--- config.mk ---
export PLATFORM = sky130hd
export DESIGN_NAME = matrix_row_assembler
export DESIGN_NICKNAME = d
export VERILOG_FILES = /design/src/rtl/matrix_pkg.sv /design/src/rtl/matrix_row_assembler.sv
export SDC_FILE = /design/constraint.sdc
export NUM_CORES = 1
export LEC_CHECK = 0
export ABC_AREA = 1
export CORE_MARGIN = 4
export CORE_UTILIZATION = 25
export CTS_BUF_LIST = sky130_fd_sc_hd__clkbuf_4 sky130_fd_sc_hd__clkbuf_8
export CTS_CLUSTER_DIAMETER = 30
export CTS_CLUSTER_SIZE = 8
export DETAILED_ROUTE_END_ITERATION = 8
export GPL_TIMING_DRIVEN = 0
export PLACE_DENSITY = 0.56
export SYNTH_ARGS = -nofsm -noshare
export SYNTH_HDL_FRONTEND = slang
export SYNTH_SLANG_ARGS = --single-unit
--- constraint.sdc ---
create_clock -name clk -period 1.93 [get_ports clk]
set_input_delay 0.386 -clock clk [delete_from_list [all_inputs] [get_ports clk]]
set_output_delay 0.386 -clock clk [all_outputs]
set_load 0.05 [all_outputs]
--- src/rtl/matrix_pkg.sv ---
// Types and constants shared between the row assembler and the storage locator.
package matrix_pkg;

  typedef enum logic {
    FILL = 1'b0,
    FULL = 1'b1
  } state_t;

  localparam int INDEX_WIDTH = 32;

endpackage

--- src/rtl/matrix_row_assembler.sv ---
// Packs a serial element stream into rows of `size` elements and hands each row
// to matrix storage; is_load is meant to drive the locator's is_load directly.
module matrix_row_assembler
  import matrix_pkg::*;
#(
  parameter int size       = 3,
  parameter int data_width = 32
) (
  input  logic                         clk,
  input  logic                         reset,
  input  logic [data_width-1:0]        in_data,
  input  logic                         in_valid,
  output logic                         in_ready,
  input  logic                         in_last,
  output logic [size*data_width-1:0]   out_row,
  output logic                         out_valid,
  input  logic                         out_ready,
  output logic                         is_load,
  output logic [INDEX_WIDTH-1:0]       col_index,
  output logic                         short_row
);

  localparam logic [INDEX_WIDTH-1:0] LAST_IDX = INDEX_WIDTH'(size - 1);

  state_t                             state_q, state_d;
  logic [INDEX_WIDTH-1:0]             col_index_q, col_index_d;
  logic [size-1:0][data_width-1:0]    row_q, row_d;
  logic                               short_row_q, short_row_d;

  logic            accept;
  logic            row_end;
  logic            early_end;
  logic [size-1:0] slot_we;
  logic [size-1:0] slot_pad;

  // Handshake outputs are gated by reset so nothing leaks out while it is held.
  always_comb begin
    in_ready  = 1'b0;
    out_valid = 1'b0;
    if (!reset) begin
      in_ready  = (state_q == FILL);
      out_valid = (state_q == FULL);
    end
  end

  assign is_load   = out_valid && out_ready;
  assign accept    = in_valid && in_ready;
  assign row_end   = accept && (in_last || (col_index_q == LAST_IDX));
  assign early_end = accept && in_last && (col_index_q != LAST_IDX);

  always_comb begin
    state_d = state_q;
    case (state_q)
      FILL:    if (row_end) state_d = FULL;
      FULL:    if (is_load) state_d = FILL;
      default: state_d = FILL;
    endcase
  end

  always_comb begin
    col_index_d = col_index_q;
    if (row_end)     col_index_d = '0;
    else if (accept) col_index_d = col_index_q + 1'b1;
  end

  assign short_row_d = short_row_q | early_end;

  // A short row pads every slot above the one being written, so the buffer
  // never needs clearing between rows.
  always_comb begin
    row_d    = row_q;
    slot_we  = '0;
    slot_pad = '0;
    for (int i = 0; i < size; i++) begin
      slot_we[i]  = accept && (col_index_q == INDEX_WIDTH'(i));
      slot_pad[i] = early_end && (col_index_q < INDEX_WIDTH'(i));
      if (slot_we[i])       row_d[i] = in_data;
      else if (slot_pad[i]) row_d[i] = '0;
    end
  end

  always_ff @(posedge clk) begin
    if (reset) begin
      state_q     <= FILL;
      col_index_q <= '0;
      row_q       <= '0;
      short_row_q <= 1'b0;
    end else begin
      state_q     <= state_d;
      col_index_q <= col_index_d;
      row_q       <= row_d;
      short_row_q <= short_row_d;
    end
  end

  assign out_row   = row_q;
  assign col_index = col_index_q;
  assign short_row = short_row_q;

endmodule

==> key figures <==
Outcome
  • Outcome: complete, no violations

Floorplan
  • Die footprint: ~25000 um2
  • Die span in x: about 160 um
  • Floorplan Core Area: around 22000 um2
  • I/O Pins: about 170
  • Row cnt: between 50 and 60
  • Effective utilization at floorplan: 25.4%
  • Die Height: about 160 um

Layout
  • Share of post-route cells with drive strength above 1: between 10% and 20%
  • Nets: approximately 1000
  • Antenna diodes: 0
  • Number of fillers in the final layout: between 2k and 2.5k
  • Final std cells w/o fill: ~1.2k
  • Growth of design area from synthesis to finish: 42.4%
  • Final design area excluding fillers: approximately 8000 um2

STA
  • Slew Limit Headroom: 59.7%
  • Slack of the critical path: between 0.06 and 0.07 ns
  • Final clock period utilization by the worst path: 96.5%
  • Timing-limited maximum frequency: roughly 540 MHz
  • RSZ-0062 raised after global routing: yes
  • Transition time of the tightest slew-check pin: 0.604 ns
  • Worst clock skew: ~0.012 ns
  • Hold Violations, Final: 0
  • Min Clock Period, post-route: about 1.9 ns
  • Setup violations, final: 0
  • Min Hold Slack: ~0.46 ns
  • Max-slew violations: 0

Clock tree
  • Clock root cell: sky130_fd_sc_hd__clkbuf_8
  • CTS hold repair buffers: 0
  • Clk Latency, worst-skew pair: between 0.4 and 0.5 ns
  • Clock tree from TritonCTS: built
  • H-tree levels: 4
  • Clock transition time at the flip-flop clock pins of the worst setup and hold paths: about 0.080 ns
  • Clock buffers created by TritonCTS: 17
  • Maximum clock path buffer count: 2
  • Number of sinks on the clock net: 130

Critical path
  • Standard cell with the maximum stage delay on the critical path: sky130_fd_sc_hd__dlygate4sd2_1
  • Source of the critical timing path: col_index[9]$_SDFFE_PP0P_
  • Slowest cell delay on critical path: 0.57 ns
  • Highest net fanout along the worst path: 7
  • Endpoint required time on the critical path: between 1.5 and 2 ns
  • Kind of cell adding the most delay to the critical path: buffers and inverters
  • Endpoint kind of the worst setup timing path: output pin
  • R2r startpoint: col_index[26]$_SDFFE_PP0P_
  • Number of buffer and inverter stages on the critical path: 1
  • Type of the setup path with the least slack: reg2out
  • Startpoint types: flip-flop
  • Crit-path cells: dlygate4sd2_1
  • Arrival time reported for the critical path endpoint: approximately 1.5 ns

Logic synthesis
  • Cell types with the largest area share after synthesis: sky130_fd_sc_hd__dfxtp_1, sky130_fd_sc_hd__nand2_1, sky130_fd_sc_hd__nor2_1, sky130_fd_sc_hd__a21oi_1, sky130_fd_sc_hd__nand3_1
  • Fraction of synthesized cell area taken by the top area cell type: 46.7%
  • Distinct cell type count of the synthesized netlist: 30
  • Average size of a mapped cell: around 7.3 um2
  • Register area share after synthesis: around 47%
  • Net count after synthesis: approximately 810
  • Post-synthesis instance area: 5570 um2
  • Flip-flop cell with the highest count after synthesis: sky130_fd_sc_hd__dfxtp_1
  • Number of storage elements in the synthesis netlist: 130
  • Total of warnings raised by yosys: 0
  • Gate count of the mapped netlist: roughly 770
  • EDFF count, synth: 0
  • Cell type contributing the most total cell area after synthesis: sky130_fd_sc_hd__dfxtp_1
  • Async S/R FF share, synth: 0%

GRT
  • First-pass GRT wire length: 30100 um
  • Number of antenna violations at the first check in global routing: 0
  • Global route total overflow: 0
  • Maximum number of pins on one net before global-route repair: 17
  • Via count of the first global-routing pass: 5332
  • Total global routing track utilization: 15.6%

Place
  • Number of port buffers: about 170
  • Placed cell areas: roughly 7600 um2
  • Detail Placement HPWL: around 15000 um
  • Worst slack after detailed placement: -0.519 ns
  • Final weighted congestion in routability-driven placement: 0.810
  • Cell count after placement: approximately 1.2k

Routing
  • Post-route antenna net violation count: 0
  • WL final: ~20000 um
  • Via count: between 5k and 6k
  • Remaining design rule violation count: 0
  • Routed wire length per instance: 15.8 um
  • Via count normalized by instance count: 4.53
  • First-pass DRT Iterations: 6
  • Initial DRC count: roughly 230

Power and ir drop
  • Final total power: 5.92 mW
  • Max IR drop VDD: about 0.39 mV
  • Cell Pwr Density: between 700 and 800 nW/um2
  • Static leakage power: about 3.5 nW

Hold path
  • Worst hold path class: in2reg
  • Worst min-delay path startpoint: reset

Flow run
  • Number of max-cap violations: 0
## area by class of cell
cell class,count,area (um2),area share [%]
flip-flops and latches,130,2610,32.9
inverters,30,113,1.42
well taps,280,350,4.42
plain buffers,41,236,2.98
clock buffers,18,241,3.05
repair buffers,171,1550,19.5
clock inverters,14,156,1.97
multi-input cells,564,2670,33.7
## report_power, final
group / internal, mW / leakage (nW) / switching [mW]
logic: 0.213 / 2.20 / 0.530
registers: 2.75 / 1.06 / 0.0363
clock network: 1.18 / 0.202 / 1.21
total: 4.14 / 3.46 / 1.78
## per-stage QoR
step	TNS [ns]	util, %
final	0	36.2
after global routing	-0.0382	36.2
after CTS	0	35.8
after detailed placement	-46.00	34.8
after global placement	-43.19	34.8
after floorplan	0	-
## worst paths after layout
check / end / slack, ns / cells past startpoint
max: col_index[9] / 0.07 / 1
min: state_q$_SDFF_PP0_ / 0.46 / 4
max reg2reg: out_row[80]$_SDFFE_PP0P_ / 0.11 / 11
min reg2reg: out_row[36]$_SDFFE_PP0P_ / 0.48 / 2
## worst min-delay path, stage by stage
cell and delay, ns:
sky130_fd_sc_hd__dlymetal6s2s_1 0.25, sky130_fd_sc_hd__nor2_2 0.08, sky130_fd_sc_hd__inv_1 0.07, sky130_fd_sc_hd__o21ai_0 0.07
## flip-flops by register name (all words and copies together), names as in the netlist
register / flops
out_row: 96
state_q: 1
short_row: 1
col_index: 32
## cell usage in the layout, fill, tap and decap left out, types with 10 or more instances in the layout
cell type / Yosys / final
sky130_fd_sc_hd__nor2_2: 6 / 14
sky130_fd_sc_hd__buf_4: 9 / 12
sky130_fd_sc_hd__inv_1: 23 / 22
sky130_fd_sc_hd__clkbuf_8: 0 / 17
sky130_fd_sc_hd__clkbuf_1: 16 / 14
sky130_fd_sc_hd__nand3_1: 75 / 74
sky130_fd_sc_hd__nand2_1: 165 / 163
sky130_fd_sc_hd__nand4_1: 14 / 14
sky130_fd_sc_hd__o21ai_1: 10 / 10
sky130_fd_sc_hd__a21oi_1: 77 / 77
sky130_fd_sc_hd__clkdlybuf4s50_1: 0 / 35
sky130_fd_sc_hd__nor2_1: 149 / 140
sky130_fd_sc_hd__o21ai_0: 24 / 24
sky130_fd_sc_hd__buf_2: 11 / 12
sky130_fd_sc_hd__xor2_1: 15 / 15
sky130_fd_sc_hd__dfxtp_1: 130 / 124
sky130_fd_sc_hd__dlygate4sd2_1: 0 / 126
## synth_stat cells, types with 9 or more instances
cell                       count
sky130_fd_sc_hd__nand2_1     165
sky130_fd_sc_hd__nor2_1      149
sky130_fd_sc_hd__buf_4         9
sky130_fd_sc_hd__dfxtp_1     130
sky130_fd_sc_hd__inv_1        23
sky130_fd_sc_hd__buf_2        11
sky130_fd_sc_hd__o21ai_1      10
sky130_fd_sc_hd__nand3_1      75
sky130_fd_sc_hd__clkbuf_1     16
sky130_fd_sc_hd__o21ai_0      24
sky130_fd_sc_hd__a21oi_1      77
sky130_fd_sc_hd__xor2_1       15
sky130_fd_sc_hd__nand4_1      14
## cell families after synthesis
logic type      count (synthesis)  synth area share (%)
xor+xnor                       18                  2.83
simple gates                  429                  33.2
flops                         130                  46.7
buf+inv                        71                  6.04
compound gates                113                  10.2
fa+ha+maj                       4                 0.899
## what timing repair did
action / 4_1_cts / 5_1_grt
setup endpoints to repair: 162 / 122
buffers inserted: 0 / 3
gates resized for setup: 144 / 25
hold endpoints to repair: 0 / 0
pin swaps: 0 / 4
## routing by layer
metal  GRT usage [%]  vias up  routed length [um]
met5               0        -                   0
met4            5.69        0                 535
met1            20.6     2615                9070
met3            3.82       24                 953
li1                -     2882                   -
met2            24.6      129                9140
No activity file was read; power rests on OpenSTA's default activity.
